[src/rtl/store_buffer_lsu.sv]
// Load/store unit with a DEPTH-entry in-order store buffer that drains into data memory
// on idle memory-port cycles, with youngest-entry store-to-load forwarding.
module store_buffer_lsu #(
    parameter int DEPTH = 4
) (
    input  logic                   clock,
    input  logic                   reset,
    input  logic                   req_valid,
    output logic                   req_ready,
    input  logic                   req_write,
    input  logic [31:0]            req_addr,
    input  logic [31:0]            req_wdata,
    output logic                   resp_valid,
    output logic [31:0]            resp_data,
    output logic [$clog2(DEPTH):0] buf_count,
    output logic                   mem_write,
    output logic                   mem_read,
    output logic [31:0]            mem_daddress,
    output logic [31:0]            mem_din,
    input  logic [31:0]            mem_dout,
    output logic                   dbg_state
);

    localparam int PW = $clog2(DEPTH);
    localparam logic [PW:0] FULL = (PW+1)'(DEPTH);

    typedef enum logic {
        IDLE       = 1'b0,
        LOAD_ISSUE = 1'b1
    } state_t;

    state_t      state, state_nx;
    logic [31:0] buf_addr [DEPTH];
    logic [31:0] buf_data [DEPTH];
    logic [PW-1:0] head, tail;
    logic [PW:0] count;
    logic [31:0] ld_addr;
    logic        accept, push, pop;
    logic        fwd_hit;
    logic [31:0] fwd_data;

    // Handshake: a request transfers on a rising edge where req_valid and req_ready are both 1;
    // req_ready is a function of registered state and reset only, never of req_valid.
    assign req_ready = (state == IDLE) && (count < FULL) && !reset;
    assign accept    = req_valid && req_ready;
    assign push      = accept && req_write;
    assign buf_count = count;
    assign dbg_state = (state == LOAD_ISSUE);

    // Scan oldest to youngest so the last match (youngest store) wins; the head being drained still counts.
    always_comb begin
        fwd_hit  = 1'b0;
        fwd_data = 32'd0;
        for (int i = 0; i < DEPTH; i++) begin
            if (((PW+1)'(i) < count) && (buf_addr[head + PW'(i)] == req_addr)) begin
                fwd_hit  = 1'b1;
                fwd_data = buf_data[head + PW'(i)];
            end
        end
    end

    always_ff @(posedge clock or posedge reset) begin
        if (reset) begin
            state <= IDLE;
        end else begin
            state <= state_nx;
        end
    end

    // Memory port decodes only from registered state; a pending load read blocks draining.
    always_comb begin
        state_nx     = state;
        mem_write    = 1'b0;
        mem_read     = 1'b0;
        mem_daddress = 32'd0;
        mem_din      = 32'd0;
        pop          = 1'b0;
        case (state)
            IDLE: begin
                if (count != '0) begin
                    mem_write    = 1'b1;
                    mem_daddress = buf_addr[head];
                    mem_din      = buf_data[head];
                    pop          = 1'b1;
                end
                if (accept && !req_write && !fwd_hit) begin
                    state_nx = LOAD_ISSUE;
                end
            end
            LOAD_ISSUE: begin
                mem_read     = 1'b1;
                mem_daddress = ld_addr;
                state_nx     = IDLE;
            end
            default: state_nx = IDLE;
        endcase
    end

    always_ff @(posedge clock) begin
        if (push) begin
            buf_addr[tail] <= req_addr;
            buf_data[tail] <= req_wdata;
        end
    end

    always_ff @(posedge clock or posedge reset) begin
        if (reset) begin
            head  <= '0;
            tail  <= '0;
            count <= '0;
        end else begin
            if (push) begin
                tail <= tail + 1'b1;
            end
            if (pop) begin
                head <= head + 1'b1;
            end
            case ({push, pop})
                2'b10:   count <= count + 1'b1;
                2'b01:   count <= count - 1'b1;
                default: count <= count;
            endcase
        end
    end

    always_ff @(posedge clock or posedge reset) begin
        if (reset) begin
            resp_valid <= 1'b0;
            resp_data  <= 32'd0;
            ld_addr    <= 32'd0;
        end else begin
            resp_valid <= 1'b0;
            if (state == LOAD_ISSUE) begin
                resp_valid <= 1'b1;
                resp_data  <= mem_dout;
            end else if (accept && !req_write) begin
                if (fwd_hit) begin
                    resp_valid <= 1'b1;
                    resp_data  <= fwd_data;
                end else begin
                    ld_addr <= req_addr;
                end
            end
        end
    end

endmodule

[config.mk]
export PLATFORM = sky130hd
export DESIGN_NAME = store_buffer_lsu
export DESIGN_NICKNAME = d
export VERILOG_FILES = /design/src/rtl/store_buffer_lsu.sv
export SDC_FILE = /design/constraint.sdc
export NUM_CORES = 1
export LEC_CHECK = 0
export ABC_AREA = 1
export CAP_MARGIN = 15
export CORE_ASPECT_RATIO = 1.75
export CORE_UTILIZATION = 60
export CTS_CLUSTER_DIAMETER = 60
export DETAILED_ROUTE_END_ITERATION = 8
export DONT_BUFFER_PORTS = 1
export PLACE_DENSITY_LB_ADDON = 0.12
export SKIP_CTS_REPAIR_TIMING = 1
export SYNTH_ARGS = -nofsm -noshare
export SYNTH_HDL_FRONTEND = slang
export SYNTH_SLANG_ARGS = --single-unit
[constraint.sdc]
create_clock -name clock -period 4.5 [get_ports clock]
set_input_delay 0.9 -clock clock [delete_from_list [all_inputs] [get_ports clock]]
set_output_delay 0.9 -clock clock [all_outputs]
set_load 0.02 [all_outputs]
After elaboration in Yosys (flattened, before gate mapping)
Memory sizes are Yosys's and may differ from the RTL's.
Index checks and enable logic that the tools add are counted.

storage, ports and cells
  flip-flop bits (word level) = 73
  RAM bits = 256
  input port bits = 100
  output and inout port bits = 104
  logic and storage cells = 73
  memories = 2

memory list
  name      depth  bits a word  rd ports  clocked after Yosys merged registers in  wr ports  RTL line  RTL
  buf_addr  4      32           4         0                                        1         33        logic [31:0] buf_addr [DEPTH];
  buf_data  4      32           4         0                                        1         34        logic [31:0] buf_data [DEPTH];

operators by class
  $add $sub $neg = 6
  $lt $le $gt $ge = 5
  equality and inequality tests = 6
  multiplexer cells = 26
  bitwise logic cells = 2
  reductions and logical operators = 19

operators with widths
  kind                                                                    count
  32-bit two-way mux                                                      10
  32-bit equality test                                                    4
  32-bit one-hot mux with 2 select lines                                  1
  1-bit two-way mux                                                       13
  1-bit logical AND                                                       10
  1-bit by 3-bit < comparator with 1-bit output (first input constant)    2
  2-bit by 3-bit < comparator with 1-bit output (first input constant)    2
  3-bit one-hot mux with 2 select lines                                   1
  2-bit nonzero test                                                      3
  2-bit by 1-bit adder with 2-bit output (second input constant)          2
  2-bit adder (second input constant)                                     2
  3-bit by 1-bit adder with 3-bit output (second input constant)          1
  1-bit logical NOT                                                       3
  3-bit < comparator (second input constant)                              1
  3-bit AND reduction                                                     1
  3-bit nonzero test                                                      1
  3-bit by 1-bit subtractor with 3-bit output (second input constant)     1
  2-bit by 1-bit equality test with 1-bit output (second input constant)  1
  2-bit equality test (second input constant)                             1
  1-bit inverter                                                          2
  1-bit one-hot mux with 2 select lines                                   1
  2-bit AND reduction                                                     1

Depth between registers and ports, before layout
Gate-level depths: netlist (run 1).
An unclocked memory read counts as a cell.

  depth after elaboration = 11
  mapped depth = 23
  mapped depth without buffers = 19

Worst setup path before layout (run 1)
Ideal clock, no wire load.

  path kind = in2reg
  from = input reset
  to = memory buf_addr[0][0] (enable)
  library setup time = 0.486 ns
  data arrival time = 4.626 ns
  required time = 4.014 ns
  setup slack = -0.612 ns
  stages on the path = 3
  buffers on the path = 0
  cell sequence = nor3_1 nand3_1 nor2_1

between the ends
  longest elaborated chain between the ends = 6

ends and longest elaborated chain
  item                                     RTL line  RTL
  start, declared                          7         input logic reset,
  1-bit logical NOT (no line)              --
  1-bit logical AND                        44        assign req_ready = (state == IDLE) && (count < FULL) && !reset;
  1-bit logical AND                        45        assign accept = req_valid && req_ready;
  1-bit logical AND                        46        assign push = accept && req_write;
  1-bit two-way mux                        100       if (push) begin
  1-bit two-way mux (implied by the code)  101       buf_addr[tail] <= req_addr;
  end, declared                            33

Every way passes these cells.

Final worst setup path (run 1)
  from = register head[1]
  to = register ld_addr[21]

between the ends
  longest elaborated chain between the ends = 9
  elaborated cells on any way between the ends = 18
  classes of those cells = add/sub (3); eq/ne (4); mux (4); bitwise (1); reduce/logical (5); memory (1)

ends and longest elaborated chain
  item                                                                         RTL line  RTL
  start, declared                                                              35        logic [PW-1:0] head, tail;
  start signal, assigned                                                       116       head <= head + 1'b1;
  2-bit by 1-bit adder with 2-bit output or memory 4 x 32 bit (tied branches)  --
  memory 4 x 32 bit *                                                          --
  32-bit equality test or 1-bit logical AND (tied branches)                    55        if (((PW+1)'(i) < count) && (buf_addr[head + PW'(i)] == req_addr)) begin
  1-bit logical AND or 1-bit two-way mux (tied branches)                       55
  1-bit two-way mux (2 in series)                                              55
  1-bit two-way mux *                                                          55
  1-bit inverter (no line) *                                                   --
  3-bit AND reduction (no line) *                                              --
  end signal, assigned                                                         141       ld_addr <= req_addr;
  end, declared                                                                37        logic [31:0] ld_addr;

Mark *: on every way between the ends. The rest lies on a longest branch, timed or not.
A chain may end at the register's enable or synchronous reset.

==> metrics.md, run 1 <==
| Metric | Value |
|---|---|
| Total core area | 35200 sq um |
| Pre-antenna DRT Iters | 7 |
| Full die area | around 36000 sq um |
| Syn_nets | 3229 |
| YS warnings | 0 |
| Tot GR Track Use | 38.1% |
| Fmax | 238 MHz |
| Initial DRC count | 1743 |
| Drt drc | 0 |
| Worst reg-to-reg path cell count | 17 |
| Starting Density | 60.8% |
| CP required | 4.95 ns |
| Crit path depth | 17 |
| Post-layout minimum cycle time | between 4 and 5 ns |
| Routed via count | 20500 |
| Gate power share | 56.2% |
| Clock Latency Late Sink | 0.55 ns |
| # fillers | 3129 |
| Crit-path max cell delay | 0.61 ns |
| Total wire length | 68.4 mm |
| Place WS | 0.642 ns |
| CP delay by family, top | simple AND/OR/NAND/NOR gates |
| Avg Cell Area, Syn | slightly below 7 sq um |
| Number of global-route vias before repair | 19600 |
| Clock share of power | 18.5% |
| First-pass GRT wire length | 104 mm |
| Post-synth EDFFs | 256 |
| Outcome | finished, final reports clean |
| CP most frequent cell | nand2_1 |
| R2R Setup Slk | approximately 0.3 ns |
| Hpwl dp | 45.3 mm |
| Placer Congestion | slightly below 1 |
| Startpoint Class | flop |
| Cells after synthesis | roughly 3100 |
| Reg2Reg Launch Point | head[1] |
| Psw | 7.96 mW |
| Drt wl/cell | 19.3 um |
| Fin nets | 3159 |
| I/O Pins | slightly above 200 |
| P&R area growth vs syn | 7.07% |
| Cell Rows | 91 |
| Internal power | between 7 and 8 mW |
| CTS tree | done |
| Maxcap violations | 0 |
| RSZ-0062 raised after global routing | no |
| Die Ht | between 200 and 300 um |
| Fraction of layout cells with a size suffix above 1 | 5.46% |
| Leak | 11.2 nW |
| Max rail drop VDD | 0.478 mV |
| Slowest cell on crit path | dfrtp_4 |
| Top flip-flop cell by instance count after synthesis | edfxtp_1 |
| WHS | 0.387 ns |
| CP Cell Sequence | inv_4 > nand2_1 > nand2_4 > buf_4 > nand2_1 > nand3_1 > nand2_1 > nor2_1 > nand2_1 > nor2_1 > nand3_1 > nor2_4 > nor2_2 > nand3_2 > buf_12 > nand2_1 > o21ai_1 |
| Sequential Power Share | roughly a quarter |
| Largest net degree at the start of global routing | between 100 and 150 |
| Slew at the pin with the worst max-slew slack | 1.18 ns |
| Worst min path class | primary input to asynchronous set/reset pin |
| Mapped Area | around 21000 sq um |
| Port bufs | 0 |
| WP data arrival | ~4.7 ns |
| Pwr dens | 685 nW/um^2 |
| WP buf/inv | 3 |
| CP endpoint kind | flop |
| Switching power share of the total | 50.7% |
| Post-synth ARST share | 22.2% |
| Synth unique cells | 31 |
| CTS Sinks | 329 |
| R2R Path End | ld_addr[21] |
| Fin worst setup slack | approximately 0.30 ns |
| Grt ovf | 0 |
| Register area share after synthesis | around 45% |
| Hold Vio Cnt, Final | 0 |
| Setup Skew | 0.0180 ns |
| Yosys reg bits | 329 |
| Clock transition at path regs | 0.06 ns |
| H-tree levels | 2 |
| Slew headroom | between 20% and 30% |
| Initial antenna violation count | 1 |
| # setup viols final | 0 |
| Max Fanout on Critical Path | 35 |
| Post-route ant nets | 0 |
| Slew Limit Fails | 0 |
| Via density | 5.79 |
| Tcrit/Tclk final | 93.3% |
| Clock root buffer | clkbuf_16 |
| CP Class | flop to flop |
| Clock buffer depth | 3 |
| Die X | 145 um |
| CTS buffer count | 34 |
sequential cells by signal, indices dropped and copies added, names as in the netlist:
| name | cells |
|---|---|
| buf_addr | 128 |
| buf_count | 3 |
| buf_data | 128 |
| dbg_state | 1 |
| head | 2 |
| ld_addr | 32 |
| resp_data | 32 |
| resp_valid | 1 |
| tail | 2 |
per-stage QoR:
step	power, mW	util [%]	TNS, ns	instances	instance area [sq um]
after floorplan	10.3	-	-156.72	3120	21400
after global placement	12.5	61.9	0	3479	21800
after detailed placement	12.6	61.9	0	3479	21800
after CTS	15.5	65.1	0	3540	22900
after global routing	16.8	65.1	0	3541	22900
final	15.7	65.1	0	3541	22900
synth_stat cells, types with 2 or more instances:
cell type	n	area (sq um)
nand4_1	3	18.8
o21ai_1	57	285
xnor2_1	2	17.5
nor2_1	141	529
o211ai_1	12	90.1
nand3_1	262	1310
a21oi_2	18	158
dfrtp_1	73	1830
nand2_4	2	22.5
ha_1	9	113
o21ai_0	186	931
inv_2	2	7.51
buf_2	57	285
xor2_1	13	114
clkbuf_1	65	244
inv_1	199	747
buf_6	9	101
or2_2	4	25.0
nand2_1	1581	5930
a21oi_1	113	566
edfxtp_1	256	7690
buf_1	15	56.3
nor2_2	3	18.8
nor3_1	2	10.0
buf_4	30	225
worst register-to-register path, stage by stage (launching register included):
cell,delay [ns]
dfrtp_4,0.61
inv_4,0.26
nand2_1,0.14
nand2_4,0.35
buf_4,0.34
nand2_1,0.12
nand3_1,0.09
nand2_1,0.09
nor2_1,0.10
nand2_1,0.08
nor2_1,0.49
nand3_1,0.23
nor2_4,0.19
nor2_2,0.10
nand3_2,0.42
buf_12,0.28
nand2_1,0.09
o21ai_1,0.12
area by class of cell:
type,instances,area (sq um),area share [%]
sequential,329,9530,41.6
clock inverter,21,211,0.924
multi-input combinational,2412,10300,44.8
tap,465,582,2.54
clock buffer,40,905,3.95
antenna,1,2.50,0.0109
timing repair buffer,71,646,2.82
inverter,202,767,3.35
layout by cell type (no fill, tap or decap), types with 4 or more instances in the layout:
cell type / instances
nand2_1: 1578
o21ai_1: 57
xor2_1: 13
buf_4: 62
nand3_1: 261
clkbuf_16: 35
clkbuf_1: 4
a21oi_1: 113
dfrtp_1: 70
edfxtp_1: 256
o21ai_0: 186
clkinv_1: 7
bufinv_16: 4
o211ai_1: 12
clkinv_2: 6
nor2_4: 7
nor2_1: 135
a21oi_2: 18
buf_12: 9
inv_1: 197
or2_2: 4
ha_1: 9
nand2_4: 4
routing by layer:
| metal | global-route usage (%) | up-vias | part of all wire, % |
|---|---|---|---|
| met5 | 0 | - | 0 |
| met4 | 31.9 | 0 | 8.5 |
| met3 | 7.82 | 302 | 8.2 |
| met2 | 65.1 | 1050 | 49 |
| met1 | 39.5 | 9303 | 34 |
| li1 | - | 9855 | - |
worst max path at each step:
stage / start / to / slack, ns
floorplan: reset / buf_addr[0][0] / -0.61
global placement: head[1] / ld_addr[27] / 0.75
detailed placement: head[0] / resp_data[7] / 0.64
CTS: head[0] / mem_daddress[10] / 0.45
global route: head[1] / ld_addr[21] / 0.13
finish: head[1] / ld_addr[21] / 0.30
power groups by stage:
stage               Sequential [mW]  Combinational [mW]  Clock, mW
floorplan                      3.90                6.41          0
global placement               4.00                8.45          0
detailed placement             4.02                8.62          0
CTS                            3.96                8.67       2.92
global route                   4.00                9.73       3.02
finish                         3.97                8.82       2.91
cell families after synthesis:
kind of cell	Yosys count	share of synthesized area (%)
flip-flops	329	44.5
buffers and inverters	379	7.86
adder cells (fa/ha/maj)	9	0.527
AND/OR/NAND/NOR	2000	36.9
XOR/XNOR	15	0.615
AO/OA/AOI/OAI	388	9.60
(Power assumes the default switching activity.)
==> inputs of run 2 (changes only) <==
--- a/config.mk
+++ b/config.mk
@@ -6,13 +6,14 @@
 export NUM_CORES = 1
 export LEC_CHECK = 0
 export ABC_AREA = 1
-export CAP_MARGIN = 15
 export CORE_ASPECT_RATIO = 1.75
 export CORE_UTILIZATION = 60
 export CTS_CLUSTER_DIAMETER = 60
 export DETAILED_ROUTE_END_ITERATION = 8
 export DONT_BUFFER_PORTS = 1
+export HOLD_SLACK_MARGIN = 0.06
 export PLACE_DENSITY_LB_ADDON = 0.12
+export SETUP_SLACK_MARGIN = 0.1
 export SKIP_CTS_REPAIR_TIMING = 1
 export SYNTH_ARGS = -nofsm -noshare
 export SYNTH_HDL_FRONTEND = slang
==> results of run 2 <==
No change in the layout: final DEF, timing and power equal those of run 1.
